==> src/rtl/chan_mux_pkg.sv <==
// Shared types for the chan_mux_sched channel selector.
package chan_mux_pkg;

    // Channel selection policy, driven straight from the mode pin.
    typedef enum logic {
        MANUAL      = 1'b0,
        ROUND_ROBIN = 1'b1
    } mux_mode_e;

    // Occupancy of the single output register.
    typedef enum logic {
        EMPTY = 1'b0,
        FULL  = 1'b1
    } mux_state_e;

endpackage : chan_mux_pkg

==> src/rtl/chan_mux_sched_rr_picker.sv <==
// rr_picker: purely combinational rotate-priority pick.
// Returns the first requesting index found scanning ptr, ptr+1, ... modulo N_CH.
module rr_picker #(
    parameter  int N_CH  = 8,
    localparam int SEL_W = $clog2(N_CH)
) (
    input  logic [N_CH-1:0]  req,
    input  logic [SEL_W-1:0] ptr,
    output logic             gnt_vld,
    output logic [SEL_W-1:0] gnt_idx
);

    // Scan offsets from farthest to nearest so the nearest requester is written last and wins.
    always_comb begin
        // NOTE: every output gets a default before the loop; otherwise a path with no request
        // would leave it unassigned and infer a latch.
        gnt_vld = 1'b0;
        gnt_idx = '0;
        for (int i = N_CH - 1; i >= 0; i--) begin
            automatic int k = (int'(ptr) + i) % N_CH;
            if (req[k]) begin
                gnt_vld = 1'b1;
                gnt_idx = SEL_W'(k);
            end
        end
    end

endmodule : rr_picker

==> src/rtl/chan_mux_sched.sv <==
// chan_mux_sched: registered N-channel selector with valid/ready on each input and on the output.
// MANUAL mode takes the channel from sel; ROUND_ROBIN mode scans valid channels fairly from rr_ptr.
// Optional feature: define CHAN_MUX_PARITY_EN to add out_par (even parity of out_data, registered).
module chan_mux_sched
    import chan_mux_pkg::*;
#(
    parameter  int N_CH  = 8,
    parameter  int W     = 8,
    localparam int SEL_W = $clog2(N_CH)
) (
    input  logic              clk,
    input  logic              rst,
    input  logic              mode,
    input  logic [SEL_W-1:0]  sel,
    input  logic [N_CH*W-1:0] in_data,
    input  logic [N_CH-1:0]   in_valid,
    output logic [N_CH-1:0]   in_ready,
    output logic [W-1:0]      out_data,
    output logic [SEL_W-1:0]  out_ch,
    output logic              out_valid,
    input  logic              out_ready
`ifdef CHAN_MUX_PARITY_EN
    ,
    output logic              out_par
`endif
);

    mux_state_e       r_state;
    mux_state_e       w_state_next;
    logic [W-1:0]     r_data;
    logic [SEL_W-1:0] r_ch;
    logic [SEL_W-1:0] r_rr_ptr;

    mux_mode_e        w_mode;
    logic             w_man_vld;
    logic             w_rr_vld;
    logic [SEL_W-1:0] w_rr_idx;
    logic             w_cand_vld;
    logic [SEL_W-1:0] w_cand_idx;
    logic             w_slot_free;
    logic             w_grant;
    logic [SEL_W-1:0] w_ptr_next;

    assign w_mode = mux_mode_e'(mode);

    // An out-of-range sel never names a channel, so it can never be granted.
    assign w_man_vld = (int'(sel) < N_CH) ? in_valid[sel] : 1'b0;

    rr_picker #(.N_CH(N_CH)) u_rr_picker (
        .req     (in_valid),
        .ptr     (r_rr_ptr),
        .gnt_vld (w_rr_vld),
        .gnt_idx (w_rr_idx)
    );

    // Choose the candidate channel for the active mode.
    always_comb begin
        w_cand_vld = 1'b0;
        w_cand_idx = '0;
        if (w_mode == ROUND_ROBIN) begin
            w_cand_vld = w_rr_vld;
            w_cand_idx = w_rr_idx;
        end else begin
            w_cand_vld = w_man_vld;
            w_cand_idx = sel;
        end
    end

    // The output register can load when empty or when its word leaves this cycle.
    assign w_slot_free = (r_state == EMPTY) || out_ready;
    assign w_grant     = !rst && w_slot_free && w_cand_vld;
    assign w_ptr_next  = (w_cand_idx == SEL_W'(N_CH - 1)) ? '0 : w_cand_idx + 1'b1;

    // One-hot accept back to the granted producer only.
    always_comb begin
        in_ready = '0;
        if (w_grant) begin
            in_ready[w_cand_idx] = 1'b1;
        end
    end

    // Next state: a grant refills the register, otherwise a consumed word empties it.
    always_comb begin
        w_state_next = r_state;
        if (w_grant) begin
            w_state_next = FULL;
        end else if (out_ready) begin
            w_state_next = EMPTY;
        end
    end

    // State register with synchronous reset.
    always_ff @(posedge clk) begin
        // NOTE: non-blocking assignments keep every flop sampling pre-edge values, so the
        // order of statements across always_ff blocks cannot change the result.
        if (rst) begin
            r_state <= EMPTY;
        end else begin
            r_state <= w_state_next;
        end
    end

    // Output word, source channel and round-robin pointer; the word only changes on a grant.
    always_ff @(posedge clk) begin
        if (rst) begin
            r_data   <= '0;
            r_ch     <= '0;
            r_rr_ptr <= '0;
        end else if (w_grant) begin
            r_data <= in_data[int'(w_cand_idx)*W +: W];
            r_ch   <= w_cand_idx;
            if (w_mode == ROUND_ROBIN) begin
                r_rr_ptr <= w_ptr_next;
            end
        end
    end

`ifdef CHAN_MUX_PARITY_EN
    logic r_par;

    // Parity is captured alongside the word it protects.
    always_ff @(posedge clk) begin
        if (rst) begin
            r_par <= 1'b0;
        end else if (w_grant) begin
            r_par <= ^in_data[int'(w_cand_idx)*W +: W];
        end
    end

    assign out_par = r_par;
`endif

    assign out_data  = r_data;
    assign out_ch    = r_ch;
    assign out_valid = (r_state == FULL);

endmodule : chan_mux_sched
==> config.mk <==
export PLATFORM = sky130hd
export DESIGN_NAME = chan_mux_sched
export DESIGN_NICKNAME = d
export VERILOG_FILES = /design/src/rtl/chan_mux_pkg.sv /design/src/rtl/chan_mux_sched_rr_picker.sv /design/src/rtl/chan_mux_sched.sv
export SDC_FILE = /design/constraint.sdc
export NUM_CORES = 1
export LEC_CHECK = 0
export ABC_AREA = 1
export BUFFER_PORTS_ARGS = -buffer_cell sky130_fd_sc_hd__buf_2
export CAP_MARGIN = 25
export CORE_MARGIN = 2
export CORE_UTILIZATION = 33
export CTS_BUF_LIST = sky130_fd_sc_hd__clkbuf_4
export DETAILED_ROUTE_END_ITERATION = 10
export SLEW_MARGIN = 10
export SYNTH_ARGS = -nofsm -noshare
export SYNTH_HDL_FRONTEND = slang
export SYNTH_SLANG_ARGS = --single-unit
==> constraint.sdc <==
create_clock -name clk -period 5.4 [get_ports clk]
set_input_delay 0.54 -clock clk [delete_from_list [all_inputs] [get_ports clk]]
set_output_delay 0.54 -clock clk [all_outputs]
set_load 0.01 [all_outputs]
==> impl_results.md <==
* Status: complete, no violations
* FFs w/ async S/R, synth at 0%
* Ant. Diodes at 0
* Final hold slack at 0.458 ns
* Hold Vio Cnt, Final at 0
* Routed wire length at 7090 um
* GP Congestion at 0.920
* Reg-to-reg startpoint: r_rr_ptr[0]$_SDFFE_PP0P_
* Max frequency at 0.244 GHz
* Clock root buffer: clkbuf_4
* Residual DRC at 0
* Remaining Overflow, GRT at 0
* Most used cell, CP: nand2_1
* Synth area leader: nand2_1
* Setup-failing EPs final at 0
* Longest Clk Path Bufs at 2
* Total die area at 7180 um^2
* Worst r2r dst: out_data[3]$_SDFFE_PP0P_
* First-pass GRT wire length at 11900 um
* Reg2Reg Depth at 21
* Slew Limit Fails at 0
* DR vias/cell at 4.84
* Chip height at 84.7 um
* Postcts setup bufs at 0
* Register Area at 300 um^2
* Share of the synthesized area in the top cell type at 36.5%
* Initial Utilization at 34.0%
* Clk Latency, worst-skew pair at 0.29 ns
* Worst Setup EP: in_ready[4]
* Fillcell total at 764
* Total GRT Usage at 19.9%
* Number of global-route vias before repair at 2583
* # IOs at 99
* Critical path peak fanout at 23
* Commonest cells in the netlist: 209 x nand2_1, 73 x nand3_1, 26 x inv_1
* Rel. slew slack at 66.6%
* DP HPWL at 5700 um
* R2r setup slk at 2.03 ns
* Synth warn at 0
* Worst EP arrival at 3.56 ns
* RSZ-0062 raised after global routing: no
* Setup TNS Final at 0 ns
* Share of layout cells above drive strength 1 at 25.9%
* Crit Path Category: reg2out
* CTS tree: done
* Syn avg cell area at 5.17 um^2
* CP max stage cell: dfxtp_1
* Measured slew at the worst slew-check pin at 0.500 ns
* DR iter-0 viols at 161
* FP Rows at 29
* Crit path from: r_rr_ptr[0]$_SDFFE_PP0P_
* Layout Nets at 583
* Area grow syn2layout at 22.5%
* CP startpoint kind: register
* Hold Path Class: in2reg
* CP delay by family, top: simple AND/OR/NAND/NOR gates
* CP required at 4.86 ns
* Pin count of the biggest net entering global routing at 36
* Post-synth top flop: dfxtp_1
* Multi-input gate area at 1570 um^2
* Synthesized area at 2150 um^2
* Die width at 84.7 um
* Top-count cell post-synth: nand2_1
* Distinct cells, synth at 31
* Drt wl/cell at 12.3 um
* Routed Antenna Nets at 0
* H-tree depth at 1
* Worst Path Buf+Inv at 4
* Slowest Stage Delay on Critical Path at 0.60 ns
* Synth Register Bits at 15
* Cells after Synth at 416
* Critical path depth at 18
* Mapped Nets at 497
* Clock sinks at 15
* Hold_buf cts at 0
* Synth area leaders: nand2_1 36%, nand3_1 17%, dfxtp_1 14%
* CTS clk-pin slew, worst paths at 0.09 ns
* Pre-antenna DRT Iters at 4
* P per Cell Area at 222 nW/um^2
* Sequential element share of the synthesized area at 14.0%
* Post-CTS Resized at 0
* Final cycle utilization of the critical path at 75.9%
* Core box area at 6310 um^2
* CP Capture Type: output pin
* Port Buffers at 98
* Maxcap violations at 0
* Initial antenna violation count at 0
* Tmin final at 4.10 ns
* Total CTS buffers at 3
* Leak at 0.00162 uW
* CP cell instances: inv_2 > ha_1 > inv_2 > nand3_1 > nand3_2 > nand2_2 > a21oi_1 > nand3_1 > nand2_1 > nand2_1 > nand2_1 > nand2_1 > nand2_1 > nand2_2 > inv_2 > nand2_1 > nor2_1 > buf_2
* Vias after detailed routing at 2799
* Post-synth EDFFs at 0
* VDD IR max at 125 uV
* Final Skew at 0.00168 ns
worst register-to-register path, cell delays in order (launching register included):
cell and delay (ns):
dfxtp_1 0.60, inv_2 0.18, ha_1 0.51, inv_2 0.11
nand3_1 0.12, nand3_1 0.13, a21oi_1 0.15, nand2_1 0.06
nand3_1 0.06, nand2_1 0.05, nand2_1 0.06, nand2_1 0.05
nand2_1 0.05, nand2_1 0.06, nand2_2 0.36, inv_2 0.27
nand2_1 0.12, nand2_1 0.08, nand2_1 0.08, nand3_1 0.08
nand2_1 0.06, inv_1 0.04
per-stage QoR:
step           util [%]  power [uW]  cell area, um^2  instances  setup WS (ns)
2_1_floorplan         -         434             2150        416           2.43
3_3_place_gp       41.2         522             2600        574           1.62
3_5_place_dp       41.2         516             2600        574           1.60
4_1_cts            41.7         588             2630        578           1.28
5_1_grt            41.7         654             2630        578          0.846
6_report           41.7         585             2630        578           1.30
layer usage:
metal | vias to the layer above | global-route usage, % | part of all wire, %
li1 | 1490 | - | -
met1 | 1242 | 28.6 | 49
met2 | 62 | 32.4 | 46
met3 | 5 | 1.97 | 4.5
met4 | 0 | 3.46 | 0.68
met5 | - | 0 | 0
flip-flops by register name, summed over array words and instances (netlist names):
name,count
out_valid,1
r_rr_ptr,3
out_ch,3
out_data,8
power breakdown:
group	switching (uW)	total, uW	leakage, uW	internal, uW
Clock	37.8	71.6	0.0000184	33.8
Combinational	246	378	0.00148	132
Sequential	12.1	135	0.000123	123
Total	296	585	0.00162	288
cell type report:
type	instances	share of cell area, %
well taps	77	3.66
inverters	37	5.27
repair buffers	99	18.9
clock buffers	4	1.14
flip-flops and latches	15	11.4
multi-input cells	346	59.6
how the worst min path moves through the flow:
stage	end	slack, ns	from	depth (start not counted)
after floorplan	out_ch[0]$_SDFFE_PP0P_	0.48	out_ch[0]$_SDFFE_PP0P_	2
after global placement	out_ch[0]$_SDFFE_PP0P_	0.48	out_ch[0]$_SDFFE_PP0P_	2
after detailed placement	out_ch[0]$_SDFFE_PP0P_	0.46	out_ch[0]$_SDFFE_PP0P_	2
after CTS	r_rr_ptr[1]$_SDFFE_PP0P_	0.46	rst	2
after global routing	out_ch[0]$_SDFFE_PP0P_	0.45	rst	2
final	out_ch[0]$_SDFFE_PP0P_	0.46	rst	2
cells in the final DEF (no fill, tap or decap):
cell type / synthesis / routed
buf_4: 4 / 1
o211ai_1: 2 / 2
nand3_2: 3 / 3
o2111a_1: 1 / 1
xor2_1: 1 / 1
nand2_1: 209 / 209
a21oi_1: 15 / 15
a21oi_4: 1 / 1
nand2_4: 1 / 1
ha_1: 2 / 2
nand3_1: 73 / 73
a21oi_2: 2 / 2
dfxtp_1: 15 / 15
nor3_1: 4 / 4
nor2_2: 1 / 1
a22oi_1: 1 / 1
o21ai_0: 1 / 1
nand2_2: 6 / 6
xnor2_1: 1 / 1
nor2_1: 15 / 15
buf_2: 4 / 98
nand2_8: 1 / 1
inv_1: 26 / 26
xnor2_2: 1 / 1
inv_2: 11 / 11
clkbuf_4: 0 / 4
o31ai_1: 1 / 1
a31oi_1: 2 / 2
nand4_1: 2 / 2
kinds of logic after synthesis:
| group | count (synthesis) | share of synthesized area, % |
|---|---|---|
| simple gates | 315 | 62.5 |
| compound gates | 26 | 7.80 |
| fa+ha+maj | 2 | 1.16 |
| xor+xnor | 3 | 1.57 |
| buf+inv | 55 | 13.0 |
| flops | 15 | 14.0 |
Power figures use the tool's default switching activity.
